<file path="src/rtl/sprite_loader_if.sv">
// Byte-stream input and storage write-port bundle for sprite_loader.
// master = the loader (drives in_ready and the write port); slave = stream source / storage side.
interface sprite_loader_if #(
  parameter int unsigned SEL_W  = 5,
  parameter int unsigned ADDR_W = 14
);
  logic              in_valid;
  logic              in_ready;
  logic [7:0]        in_data;
  logic [SEL_W-1:0]  w_select;
  logic              w_en;
  logic [ADDR_W-1:0] w_addr;
  logic [7:0]        w_data;
  logic              busy;
  logic              done;
  logic              err;

  modport master (
    input  in_valid, in_data,
    output in_ready, w_select, w_en, w_addr, w_data, busy, done, err
  );

  modport slave (
    output in_valid, in_data,
    input  in_ready, w_select, w_en, w_addr, w_data, busy, done, err
  );
endinterface

</file>
<file path="src/rtl/sprite_loader.sv">
// Framed byte stream -> sprite_storage write port. One frame loads one sprite slot.
// Optional trailing XOR checksum byte enabled by defining SPRITE_LOADER_CHECKSUM_EN.
module sprite_loader #(
  parameter int unsigned SEL_W  = 5,
  parameter int unsigned ADDR_W = 14
) (
  input logic             clock,
  input logic             reset_n,
  sprite_loader_if.master bus
);
  localparam int unsigned IdxW   = ADDR_W - 1;
  localparam int unsigned LenHiW = IdxW - 8;

  typedef enum logic [2:0] {
    StIdle,
    StLenHi,
    StLenLo,
    StData,
`ifdef SPRITE_LOADER_CHECKSUM_EN
    StCsum,
`endif
    StDone
  } state_e;

  state_e              r_state, w_state_d;
  logic                r_rdy;
  logic [SEL_W-1:0]    r_sel, w_sel_d;
  logic                r_err, w_err_d;
  logic [LenHiW-1:0]   r_len_hi, w_len_hi_d;
  logic [ADDR_W-1:0]   r_cnt, w_cnt_d;
  logic [IdxW-1:0]     r_idx, w_idx_d;
  logic                r_wen, w_wen_d;
  logic [ADDR_W-1:0]   r_waddr, w_waddr_d;
  logic [7:0]          r_wdata, w_wdata_d;
`ifdef SPRITE_LOADER_CHECKSUM_EN
  logic [7:0]          r_csum, w_csum_d;
`endif
  logic                w_xfer;
  logic [IdxW-1:0]     w_len;

  assign bus.in_ready = r_rdy & (r_state != StDone);
  assign w_xfer       = bus.in_valid & bus.in_ready;
  assign w_len        = {r_len_hi, bus.in_data};

  always_comb begin
    w_state_d  = r_state;
    w_sel_d    = r_sel;
    w_err_d    = r_err;
    w_len_hi_d = r_len_hi;
    w_cnt_d    = r_cnt;
    w_idx_d    = r_idx;
    w_wen_d    = 1'b0;
    w_waddr_d  = r_waddr;
    w_wdata_d  = r_wdata;
`ifdef SPRITE_LOADER_CHECKSUM_EN
    w_csum_d   = r_csum;
`endif
    unique case (r_state)
      StIdle: begin
        if (w_xfer) begin
          if (bus.in_data[7:5] == 3'b101) begin
            w_sel_d   = bus.in_data[SEL_W-1:0];
            w_err_d   = 1'b0;
            w_state_d = StLenHi;
          end else begin
            w_err_d = 1'b1;
          end
        end
      end
      StLenHi: begin
        if (w_xfer) begin
          w_len_hi_d = bus.in_data[LenHiW-1:0];
          w_state_d  = StLenLo;
        end
      end
      StLenLo: begin
        if (w_xfer) begin
          // A zero length encodes a full sprite
          w_cnt_d   = (w_len == '0) ? {1'b1, {IdxW{1'b0}}} : {1'b0, w_len};
          w_idx_d   = '0;
`ifdef SPRITE_LOADER_CHECKSUM_EN
          w_csum_d  = '0;
`endif
          w_state_d = StData;
        end
      end
      StData: begin
        if (w_xfer) begin
          w_wen_d   = 1'b1;
          w_waddr_d = {r_idx, 1'b0};
          w_wdata_d = bus.in_data;
          w_idx_d   = r_idx + 1'b1;
          w_cnt_d   = r_cnt - 1'b1;
`ifdef SPRITE_LOADER_CHECKSUM_EN
          w_csum_d  = r_csum ^ bus.in_data;
          if (r_cnt == ADDR_W'(1)) w_state_d = StCsum;
`else
          if (r_cnt == ADDR_W'(1)) w_state_d = StDone;
`endif
        end
      end
`ifdef SPRITE_LOADER_CHECKSUM_EN
      StCsum: begin
        if (w_xfer) begin
          if (bus.in_data != r_csum) w_err_d = 1'b1;
          w_state_d = StDone;
        end
      end
`endif
      StDone:  w_state_d = StIdle;
      default: w_state_d = StIdle;
    endcase
  end

  always_ff @(posedge clock or negedge reset_n) begin
    if (!reset_n) begin
      r_state  <= StIdle;
      r_rdy    <= 1'b0;
      r_sel    <= '0;
      r_err    <= 1'b0;
      r_len_hi <= '0;
      r_cnt    <= '0;
      r_idx    <= '0;
      r_wen    <= 1'b0;
      r_waddr  <= '0;
      r_wdata  <= '0;
`ifdef SPRITE_LOADER_CHECKSUM_EN
      r_csum   <= '0;
`endif
    end else begin
      r_state  <= w_state_d;
      r_rdy    <= 1'b1;
      r_sel    <= w_sel_d;
      r_err    <= w_err_d;
      r_len_hi <= w_len_hi_d;
      r_cnt    <= w_cnt_d;
      r_idx    <= w_idx_d;
      r_wen    <= w_wen_d;
      r_waddr  <= w_waddr_d;
      r_wdata  <= w_wdata_d;
`ifdef SPRITE_LOADER_CHECKSUM_EN
      r_csum   <= w_csum_d;
`endif
    end
  end

  assign bus.w_select = r_sel;
  assign bus.w_en     = r_wen;
  assign bus.w_addr   = r_waddr;
  assign bus.w_data   = r_wdata;
  assign bus.busy     = (r_state != StIdle);
  assign bus.done     = (r_state == StDone);
  assign bus.err      = r_err;
endmodule
</file>
<file path="src/flat_wrapper.sv">
// flat-port wrapper written by rule: the top's interface ports become plain ports
module sprite_loader_flat 
#(
  parameter int unsigned SEL_W  = 5,
  parameter int unsigned ADDR_W = 14
)
  (clock, reset_n, bus_in_valid, bus_in_data, bus_in_ready, bus_w_select, bus_w_en, bus_w_addr, bus_w_data, bus_busy, bus_done, bus_err);
  sprite_loader_if #(.SEL_W(SEL_W), .ADDR_W(ADDR_W)) bus_i ();
  input logic clock;
  input logic reset_n;
  input wire logic [$bits(bus_i.in_valid)-1:0] bus_in_valid;
  input wire logic [$bits(bus_i.in_data)-1:0] bus_in_data;
  output wire logic [$bits(bus_i.in_ready)-1:0] bus_in_ready;
  output wire logic [$bits(bus_i.w_select)-1:0] bus_w_select;
  output wire logic [$bits(bus_i.w_en)-1:0] bus_w_en;
  output wire logic [$bits(bus_i.w_addr)-1:0] bus_w_addr;
  output wire logic [$bits(bus_i.w_data)-1:0] bus_w_data;
  output wire logic [$bits(bus_i.busy)-1:0] bus_busy;
  output wire logic [$bits(bus_i.done)-1:0] bus_done;
  output wire logic [$bits(bus_i.err)-1:0] bus_err;
  assign bus_i.in_valid = bus_in_valid;
  assign bus_i.in_data = bus_in_data;
  assign bus_in_ready = bus_i.in_ready;
  assign bus_w_select = bus_i.w_select;
  assign bus_w_en = bus_i.w_en;
  assign bus_w_addr = bus_i.w_addr;
  assign bus_w_data = bus_i.w_data;
  assign bus_busy = bus_i.busy;
  assign bus_done = bus_i.done;
  assign bus_err = bus_i.err;
  sprite_loader #(.SEL_W(SEL_W), .ADDR_W(ADDR_W)) u_core (.clock(clock), .reset_n(reset_n), .bus(bus_i));
endmodule
</file>
<file path="config.mk">
export PLATFORM = sky130hd
export DESIGN_NAME = sprite_loader_flat
export DESIGN_NICKNAME = d
export VERILOG_FILES = /design/src/rtl/sprite_loader_if.sv /design/src/rtl/sprite_loader.sv /design/src/flat_wrapper.sv
export SDC_FILE = /design/constraint.sdc
export NUM_CORES = 1
export LEC_CHECK = 0
export BUFFER_PORTS_ARGS = -buffer_cell sky130_fd_sc_hd__buf_2
export CAP_MARGIN = 0
export CORE_UTILIZATION = 35
export CTS_CLUSTER_DIAMETER = 120
export DETAILED_ROUTE_END_ITERATION = 6
export REMOVE_ABC_BUFFERS = 1
export SETUP_SLACK_MARGIN = 0.3
export SYNTH_ARGS = -nofsm -noshare
export SYNTH_HDL_FRONTEND = slang
export SYNTH_SLANG_ARGS = --single-unit
export TNS_END_PERCENT = 30
</file>
<file path="constraint.sdc">
create_clock -name clock -period 4.2 [get_ports clock]
set_input_delay 0.21 -clock clock [delete_from_list [all_inputs] [get_ports clock]]
set_output_delay 0.21 -clock clock [all_outputs]
set_load 0.01 [all_outputs]
</file>
==> flow_metrics.env, run 1 <==
export IMPL_status="finished, final reports clean"
export IMPL_post_cts_resized=0
export IMPL_cts_tree="built"
export IMPL_coreArea_um2=8340
export IMPL_fmax_mhz=457
export IMPL_drt_pass1_iter_count=4
export IMPL_num_vias=2490
export IMPL_start_kind="flop"
export IMPL_power_internal_w=0.00106
export IMPL_dieArea_um2=9100
export IMPL_hold_viol_final=0
export IMPL_drcViolationCount=0
export IMPL_antenna_cells=0
export IMPL_p_per_area_nw_per_um2=438
export IMPL_cts_sinks=64
export IMPL_swShare=0.313
export IMPL_combPwrFrac=0.188
export IMPL_port_buffers=41
export IMPL_max_slew_margin=0.459
export IMPL_dp_hpwl_um=4740
export IMPL_rr_worst_depth=4
export IMPL_grt_pass1_vias=2431
export IMPL_maxCapViolations=0
export IMPL_vias_per_cell=5.31
export IMPL_hold_worst_slack_ns=0.0501
export IMPL_overflow=0
export IMPL_ys_seq_area_frac=0.525
export IMPL_htree_levels=3
export IMPL_rsz0062_at_grt="false"
export IMPL_synth_cell_types=53
export IMPL_final_cells=469
export IMPL_p_leak_nw=1.70
export IMPL_die_w_um=95.4
export IMPL_route_met3_wl_um=427
export IMPL_synth_edf_count=0
export IMPL_synth_seq_cells=64
export IMPL_detail_route_wirelength_met1_um=3150
export IMPL_top_level_ports=43
export IMPL_seqPwrFrac=0.508
export IMPL_clk_pin_slew_ns=0.07
export IMPL_grt_usage=0.175
export IMPL_p_sw_w=0.000482
export IMPL_areaGrowthSynthToFinish_pct=15.3
export IMPL_cp_max_fo=15
export IMPL_worst_ir_drop_vdd_v=0.000206
export IMPL_yosysWarningCount=0
export IMPL_arrival_ns=2.40
export IMPL_grt_max_degree=65
export IMPL_netlist_area_um2=3050
export IMPL_cts_setup_buffers=0
export IMPL_clkLatencyLatePin_ns=0.34
export IMPL_reg2reg_from="u_core.r_state[2]"
export IMPL_rr_endpoint="u_core.r_cnt[7]"
export IMPL_ys_async_sr_fraction=1.00
export IMPL_layout_drive_gt1_share=0.217
export IMPL_dr_wl_met2_um=3330
export IMPL_setup_viol=0
export IMPL_initial_core_util=0.366
export IMPL_avgSynthCellArea_um2=9.60
export IMPL_die_y_um=95.4
export IMPL_hp_class="in -> async"
export IMPL_hold_buffers=0
export IMPL_final_max_slew_viol_count=0
export IMPL_synth_cells=318
export IMPL_synth_main_ff_cell="dfrtp_1"
export IMPL_min_period_over_period=0.521
export IMPL_drt_wl_total_um=6990
export IMPL_grt_pass1_wl_um=12000
export IMPL_placed_area_um2=3350
export IMPL_drtAntennaViolNets=0
export IMPL_endpoint_kind="flop"
export IMPL_dp_cells=454
export IMPL_std_cell_rows=33
export IMPL_finalClockSkew_ns=0.00767
export IMPL_worstPathRequired_ns=4.42
export IMPL_routabilityCongestion=0.796
export IMPL_top_layer="met4"
export IMPL_antenna_found_initial=0
export IMPL_cts_path_max_buffers=2
export IMPL_routedWlPerCell_um=14.9
export IMPL_worst_slew_pin_slew_ns=0.805
export IMPL_worstSetupPathType="reg -> reg"
export IMPL_tns_ns=0
export IMPL_reg2reg_slack_ns=2.01
export IMPL_numCtsBuffers=9
export IMPL_clkPwrFrac=0.303
export IMPL_final_cell_area_um2=3520
export IMPL_dr_first_iter_drc_count=139
export IMPL_cts_root_buf="clkbuf_8"
export IMPL_final_net_count=374
export IMPL_min_period_ns=2.19
[layer usage]
| layer | vias up | track usage |
|---|---|---|
| met3 | 7 | 0.0598 |
| met1 | 1198 | 0.219 |
| met5 | - | 0 |
| li1 | 1208 | - |
| met4 | 0 | 0.0572 |
| met2 | 77 | 0.284 |
[Yosys cell counts, types with 3 or more instances]
cell type / count / area, um^2
nand2_1: 84 / 315
dfrtp_1: 64 / 1600
nor2_1: 17 / 63.8
o21ai_0: 17 / 85.1
mux2_2: 10 / 113
a21oi_1: 9 / 45.0
nand3_1: 9 / 45.0
nor3_1: 9 / 45.0
clkbuf_1: 7 / 26.3
inv_1: 7 / 26.3
nor4_1: 5 / 31.3
or3_1: 5 / 31.3
a221o_1: 4 / 40.0
a22oi_1: 4 / 30.0
nand4_1: 4 / 25.0
or4_1: 4 / 30.0
a31oi_1: 3 / 18.8
and3_1: 3 / 18.8
buf_2: 3 / 15.0
buf_4: 3 / 22.5
ha_1: 3 / 37.5
o311ai_0: 3 / 26.3
[power by group through the flow]
stage | Sequential, W | Clock, W | Combinational, W
2_1_floorplan | 0.000785 | 0 | 0.000187
3_3_place_gp | 0.000791 | 0 | 0.000285
3_5_place_dp | 0.000791 | 0 | 0.000290
4_1_cts | 0.000782 | 0.000486 | 0.000292
5_1_grt | 0.000799 | 0.000515 | 0.000333
6_report | 0.000783 | 0.000468 | 0.000290
[cell type report]
cell class,count,area (um^2)
clock buffer,12,155
clock inverter,3,17.5
fill,854,4820
inverter,8,30.0
multi-input combinational,231,1340
sequential,64,1600
tap,105,131
timing repair buffer,46,243
[worst max-delay path by stage]
stage | from | to | slack (ns)
after floorplan | u_core.r_state[2] | u_core.r_cnt[0] | 1.65
after global placement | u_core.r_state[2] | u_core.r_cnt[7] | 2.11
after detailed placement | u_core.r_state[2] | u_core.r_cnt[7] | 2.02
after CTS | u_core.r_state[2] | u_core.r_cnt[7] | 2.00
after global routing | u_core.r_state[2] | u_core.r_cnt[9] | 1.81
final | u_core.r_state[2] | u_core.r_cnt[7] | 2.01
[sequential cells by signal, summed over array words and instances (netlist names)]
name and flops:
u_core.r_idx 13, u_core.r_len_hi 5, u_core.bus.err 1, u_core.bus.w_en 1, u_core.bus.w_addr 13, u_core.r_state 3, u_core.r_rdy 1, u_core.bus.w_select 5
u_core.bus.w_data 8, u_core.r_cnt 14
[layout by cell type (no fill, tap or decap), types with 7 or more instances in the layout]
cell,instances
nand2_1,84
dfrtp_1,64
buf_2,41
nor2_1,17
o21ai_0,17
clkbuf_8,11
mux2_2,10
nand3_1,9
nor3_1,9
a21oi_1,9
inv_1,7
[logic make-up (layout without fill, tap and decap cells)]
logic type | after synthesis | count (layout) | synth area share
compound gates | 59 | 59 | 0.138
xor+xnor | 1 | 1 | 0.00287
fa+ha+maj | 3 | 3 | 0.0123
buf+inv | 23 | 69 | 0.0361
flops | 64 | 64 | 0.525
mux | 10 | 10 | 0.0369
other cells | 2 | 2 | 0.00246
simple gates | 156 | 156 | 0.247
[through the flow]
| step | utilization | total power (W) | worst slack (ns) |
|---|---|---|---|
| finish | 0.422 | 0.00154 | 2.01 |
| global route | 0.422 | 0.00165 | 1.81 |
| CTS | 0.422 | 0.00156 | 2.00 |
| detailed placement | 0.401 | 0.00108 | 2.02 |
| global placement | 0.401 | 0.00108 | 2.11 |
| floorplan | - | 0.000973 | 1.65 |
[worst max-delay path, cell delays in order, from the launching register on]
cell	delay, ns
dfrtp_1	0.46
nand4b_1	0.60
buf_4	0.40
o311a_1	0.33
a221o_1	0.26
(Power assumes the default switching activity.)
==> run 2, diff against run 1 <==
--- a/config.mk
+++ b/config.mk
@@ -5,6 +5,7 @@
 export SDC_FILE = /design/constraint.sdc
 export NUM_CORES = 1
 export LEC_CHECK = 0
+export ABC_AREA = 1
 export BUFFER_PORTS_ARGS = -buffer_cell sky130_fd_sc_hd__buf_2
 export CAP_MARGIN = 0
 export CORE_UTILIZATION = 35
==> constraint.sdc (replaced) <==
create_clock -name clock -period 1.9 [get_ports clock]
set_input_delay 0.095 -clock clock [delete_from_list [all_inputs] [get_ports clock]]
set_output_delay 0.095 -clock clock [all_outputs]
set_load 0.01 [all_outputs]
==> flow_metrics.env, run 2 <==
export IMPL_htree_levels=3
export IMPL_arrival_ns=1.76
export IMPL_post_synth_top_area_fraction=0.479
export IMPL_cpPeakStageDelay_ns=0.46
export IMPL_std_cell_rows=35
export IMPL_netlist_top_cells_count="nand2_1 (143), dfrtp_1 (64), nor2_1 (55)"
export IMPL_final_common_cell="nand2_1"
export IMPL_synth_cell_types=31
export IMPL_top_level_ports=43
export IMPL_grt_usage=0.170
export IMPL_drtAntennaViolNets=0
export IMPL_slowest_stage="dfrtp_2"
export IMPL_endpoint_kind="flop"
export IMPL_coreArea_um2=9240
export IMPL_cts_tree="built"
export IMPL_drt_pass1_iter_count=5
export IMPL_num_vias=3001
export IMPL_avgSynthCellArea_um2=7.47
export IMPL_vias_per_cell=4.73
export IMPL_crit_start="u_core.r_state[2]"
export IMPL_final_cell_area_um2=4070
export IMPL_netlist_area_um2=3340
export IMPL_worstSetupPathType="reg -> reg"
export IMPL_reg2reg_slack_ns=0.37
export IMPL_largest_register="u_core.r_cnt"
export IMPL_dieArea_um2=9950
export IMPL_reg2reg_from="u_core.r_state[2]"
export IMPL_maxCapViolations=0
export IMPL_hold_worst_slack_ns=0.0243
export IMPL_fmax_mhz=656
export IMPL_hp_class="in -> reg"
export IMPL_initial_core_util=0.362
export IMPL_finalClockSkew_ns=0.00932
export IMPL_rr_endpoint="u_core.r_cnt[5]"
export IMPL_overflow=0
export IMPL_synth_cells=448
export IMPL_antenna_found_initial=0
export IMPL_cp_max_fo=7
export IMPL_final_net_count=515
export IMPL_p_per_area_nw_per_um2=1430
export IMPL_grt_max_degree=65
export IMPL_drt_wl_total_um=7940
export IMPL_synth_xor_area_frac=0.00786
export IMPL_synth_seq_cells=64
export IMPL_synth_top_family_by_area="simple AND/OR/NAND/NOR gates"
export IMPL_dr_first_iter_drc_count=210
export IMPL_rsz0062_at_grt="true"
export IMPL_grt_pass1_wl_um=13200
export IMPL_yosysMostFrequentCell="nand2_1"
export IMPL_yosysWarningCount=0
export IMPL_synth_area_top_cells="dfrtp_1 (48%), nand2_1 (16%), nor2_1 (6.2%), inv_1 (5.7%), nand3_1 (4.2%)"
export IMPL_worst_path_buf_inv=3
export IMPL_drcViolationCount=0
export IMPL_synth_simple_gate_area_share=0.320
export IMPL_placed_area_um2=3710
export IMPL_rr_worst_depth=9
export IMPL_synthAdderAreaFrac=0.0112
export IMPL_layout_drive_gt1_share=0.172
export IMPL_worstPathRequired_ns=2.13
export IMPL_largest_reg_flops=14
export IMPL_cts_sinks=64
export IMPL_p_leak_nw=2.06
export IMPL_ys_async_sr_fraction=1.00
export IMPL_synth_compound_area_frac=0.0935
export IMPL_clkLatencyLatePin_ns=0.34
export IMPL_endpoint="u_core.r_cnt[5]"
export IMPL_die_w_um=99.8
export IMPL_worst_ir_drop_vdd_v=0.000718
export IMPL_routabilityCongestion=0.894
export IMPL_synth_main_ff_cell="dfrtp_1"
export IMPL_synth_edf_count=0
export IMPL_cts_path_max_buffers=2
export IMPL_numCtsBuffers=9
export IMPL_min_period_ns=1.53
export IMPL_crit_path_cell_trace="inv_2 -> nand3_2 -> nand2_2 -> inv_2 -> nor2_4 -> buf_4 -> o21ai_0 -> nand2_1 -> nand2_1"
export IMPL_final_max_slew_viol_count=0
export IMPL_start_kind="flop"
export IMPL_muxShareOfSynthArea=0
export IMPL_min_period_over_period=0.803
export IMPL_crit_cells=9
export IMPL_clk_pin_slew_ns=0.07
export IMPL_port_buffers=41
export IMPL_post_synth_top_area_cell="dfrtp_1"
export IMPL_crit_family="simple AND/OR/NAND/NOR gates"
export IMPL_final_util=0.440
export IMPL_antenna_cells=0
export IMPL_die_y_um=99.8
export IMPL_setup_viol=0
export IMPL_areaGrowthSynthToFinish_pct=21.6
export IMPL_cts_root_buf="clkbuf_8"
export IMPL_hold_viol_final=0
export IMPL_layout_common_cells="nand2_1 (142), dfrtp_1 (62), inv_1 (51), nor2_1 (51), buf_2 (41)"
export IMPL_grt_pass1_vias=2837
export IMPL_ys_seq_area_frac=0.479
export IMPL_routedWlPerCell_um=12.5
export IMPL_dp_hpwl_um=5500
export IMPL_status="finished, final reports clean"
==> run 2: cells by family (layout without fill, tap and decap cells) <==
kind of cell    after synthesis  in the layout
xor+xnor                      3              3
compound gates               59             59
flops                        64             64
other cells                   2              2
buf+inv                      67            125
fa+ha+maj                     3              3
simple gates                250            250
==> run 2: layout make-up <==
type	instances	area (um^2)
Multi-Input combinational cell	317	1470
Timing Repair Buffer	56	367
Clock buffer	12	165
Tap cell	129	161
Fill cell	948	5170
Inverter	53	199
Clock inverter	4	98.8
Sequential cell	64	1600
==> run 2: worst min-delay path by stage <==
stage                   start                     end  slack, ns  cells after the start
2_1_floorplan         reset_n          u_core.bus.err      -0.20                      0
3_3_place_gp          reset_n         u_core.r_cnt[9]       0.14                      2
3_5_place_dp          reset_n         u_core.r_cnt[9]       0.14                      2
4_1_cts        bus_in_data[0]  u_core.bus.w_select[0]      0.008                      3
5_1_grt        bus_in_data[0]  u_core.bus.w_select[0]       0.02                      3
6_report       bus_in_data[0]  u_core.bus.w_select[0]       0.02                      3
==> run 2: through the flow <==
| stage | instances | total power [W] | TNS [ns] | setup slack, ns |
|---|---|---|---|---|
| after floorplan | 434 | 0.00352 | -6.42 | -0.354 |
| after global placement | 612 | 0.00420 | 0 | 0.326 |
| after detailed placement | 612 | 0.00423 | 0 | 0.262 |
| after CTS | 631 | 0.00579 | 0 | 0.288 |
| after global routing | 635 | 0.00628 | 0 | 0.272 |
| final | 635 | 0.00581 | 0 | 0.375 |
==> run 2: power by group <==
part	internal, W	switching, W
logic	0.000757	0.00125
registers	0.00185	0.000421
clock network	0.000982	0.000548
==> run 2: what timing repair did <==
action,in CTS,in global routing
resized for setup,1,9
endpoints found under the hold margin,66,0
buffers inserted,0,4
pin swaps,0,1
hold buffers,3,0
setup endpoints to repair,6,28
==> run 2: per-layer routing <==
metal | GRT usage | routed length [um] | vias up
li1 | - | - | 1522
met1 | 0.230 | 3930 | 1391
met2 | 0.262 | 3530 | 73
met3 | 0.0394 | 330 | 15
met4 | 0.0656 | 148 | 0
met5 | 0 | 0 | -
==> run 2: worst reg2reg max path, cell delays in order, from the launching register on <==
cell     delay (ns)
dfrtp_2        0.46
inv_2          0.11
nand3_2        0.13
nand2_2        0.14
inv_2          0.05
nor2_4         0.16
buf_4          0.17
o21ai_0        0.08
nand2_1        0.07
nand2_1        0.05
==> run 3, diff against run 2 <==
==> constraint.sdc (replaced) <==
create_clock -name clock -period 1.6 [get_ports clock]
set_input_delay 0.08 -clock clock [delete_from_list [all_inputs] [get_ports clock]]
set_output_delay 0.08 -clock clock [all_outputs]
set_load 0.01 [all_outputs]
==> flow_metrics.env, run 3 (synthesis results as in run 2) <==
export IMPL_status="finished, final reports clean"
export IMPL_die_y_um=99.8
export IMPL_layout_drive_gt1_share=0.260
export IMPL_dieArea_um2=9950
export IMPL_worst_ir_drop_vdd_v=0.000840
export IMPL_clk_pin_slew_ns=0.08
export IMPL_crit_path_cell_trace="nor2_4 -> nand2_2 -> nand2_4 -> inv_2 -> nor2_4 -> buf_12 -> buf_16 -> o22ai_2"
export IMPL_drtAntennaViolNets=0
export IMPL_routabilityCongestion=0.894
export IMPL_grt_max_degree=65
export IMPL_final_common_cell="nand2_1"
export IMPL_worstSetupPathType="reg -> reg"
export IMPL_endpoint_kind="flop"
export IMPL_drt_pass1_iter_count=5
export IMPL_maxCapViolations=0
export IMPL_min_period_ns=1.53
export IMPL_cp_max_fo=6
export IMPL_arrival_ns=1.75
export IMPL_top_layer="met4"
export IMPL_areaGrowthSynthToFinish_pct=35.0
export IMPL_rsz0062_at_grt="true"
export IMPL_port_buffers=41
export IMPL_numCtsBuffers=9
export IMPL_die_w_um=99.8
export IMPL_cts_path_max_buffers=2
export IMPL_route_met3_wl_um=421
export IMPL_final_max_slew_viol_count=0
export IMPL_setup_viol=0
export IMPL_dr_first_iter_drc_count=219
export IMPL_worstPathRequired_ns=1.82
export IMPL_cts_sinks=64
export IMPL_largest_register="u_core.r_cnt"
export IMPL_p_leak_nw=2.24
export IMPL_drt_wl_total_um=9330
export IMPL_num_vias=3194
export IMPL_vias_per_cell=4.88
export IMPL_drcViolationCount=0
export IMPL_layout_common_cells="nand2_1 (132), dfrtp_1 (60), inv_1 (50)"
export IMPL_cts_tree="built"
export IMPL_antenna_cells=0
export IMPL_min_period_over_period=0.956
export IMPL_grt_pass1_vias=3009
export IMPL_path_common_cell="nor2_4"
export IMPL_final_util=0.489
export IMPL_start_kind="flop"
export IMPL_dp_slack_ns=0.0103
export IMPL_fmax_mhz=654
export IMPL_hp_class="in -> reg"
export IMPL_routedWlPerCell_um=14.3
export IMPL_dp_hpwl_um=5700
export IMPL_largest_reg_flops=14
export IMPL_dr_wl_met2_um=4560
export IMPL_initial_core_util=0.362
export IMPL_grt_usage=0.191
export IMPL_slowest_stage="dfrtp_2"
export IMPL_std_cell_rows=35
export IMPL_grt_pass1_wl_um=14700
export IMPL_top_level_ports=43
export IMPL_detail_route_wirelength_met1_um=4220
export IMPL_hold_viol_final=0
export IMPL_finalClockSkew_ns=0.00571
export IMPL_p_per_area_nw_per_um2=1660
export IMPL_antenna_found_initial=0
export IMPL_cpPeakStageDelay_ns=0.48
export IMPL_final_net_count=535
export IMPL_overflow=0
export IMPL_htree_levels=3
export IMPL_cts_root_buf="clkbuf_8"
export IMPL_setup_ws_ns=0.0700
export IMPL_coreArea_um2=9240
export IMPL_clkLatencyLatePin_ns=0.34
-- run 3: changes by cell type in the layout (fill, tap and decap cells not counted), moves of 3 or more --
cell     before  now
buf_16        0    3
buf_4         8   15
buf_6         1    6
nand2_1     142  132
nand2_2       2   10
nor2_1       51   47
nor2_4        3    8
o21ai_0      23   19
o21ai_1      23   19
o21ai_2       0    8
-- run 3: final timing paths --
| path | from | slack, ns | depth (start not counted) | endpoint |
|---|---|---|---|---|
| min reg2reg | u_core.bus.w_addr[2] | 0.48 | 2 | u_core.bus.w_addr[2] |
| max | u_core.r_state[0] | 0.07 | 8 | u_core.r_idx[5] |
| min in group asynchronous | reset_n | 0.26 | 3 | u_core.r_cnt[7] |
| min | bus_in_data[3] | 0.008 | 3 | u_core.bus.w_select[3] |
| max reg2reg | u_core.r_state[0] | 0.07 | 8 | u_core.r_idx[5] |
| max in group asynchronous | reset_n | 1.00 | 3 | u_core.r_idx[0] |
-- run 3: metal layers --
layer  GRT usage  up-vias
met2       0.307       93
met5           0        -
met3      0.0358       17
li1            -     1574
met4      0.0600        0
met1       0.261     1510
-- run 3: area by class of cell --
cell class,instances,area [um^2]
Sequential cell,64,1610
Clock buffer,10,138
Timing Repair Buffer,76,658
Inverter,53,199
Clock inverter,6,115
Fill cell,891,4730
Tap cell,129,161
Multi-Input combinational cell,317,1640
-- run 3: timing repair --
item | 4_1_cts | 5_1_grt
pin swaps | 8 | 8
hold buffers | 4 | 0
setup endpoints to repair | 65 | 66
cloned | 3 | 2
hold endpoints to repair | 67 | 0
buffers inserted | 8 | 2
gates resized for setup | 25 | 40
-- run 3: power by group --
part	leakage [nW]	internal (W)	switching [W]
Sequential	0.815	0.00220	0.000533
Clock	0.123	0.00109	0.000684
Combinational	1.30	0.00124	0.00173
-- run 3: metrics by stage --
stage / instances / TNS (ns) / hold slack, ns / cell area [um^2] / total power, W
CTS: 651 / 0 / 0.00342 / 4310 / 0.00715
global placement: 620 / 0 / 0.127 / 3780 / 0.00505
floorplan: 434 / -14.60 / -0.216 / 3250 / 0.00418
global route: 655 / 0 / 0.00319 / 4510 / 0.00802
detailed placement: 620 / 0 / 0.121 / 3780 / 0.00510
finish: 655 / 0 / 0.00782 / 4510 / 0.00747
-- run 3: critical path, delay by kind of cell, from the launching register on --
family | cells | cell delay (ns)
buf+inv | 3 | 0.32
flops | 1 | 0.48
compound gates | 1 | 0.07
simple gates | 4 | 0.52
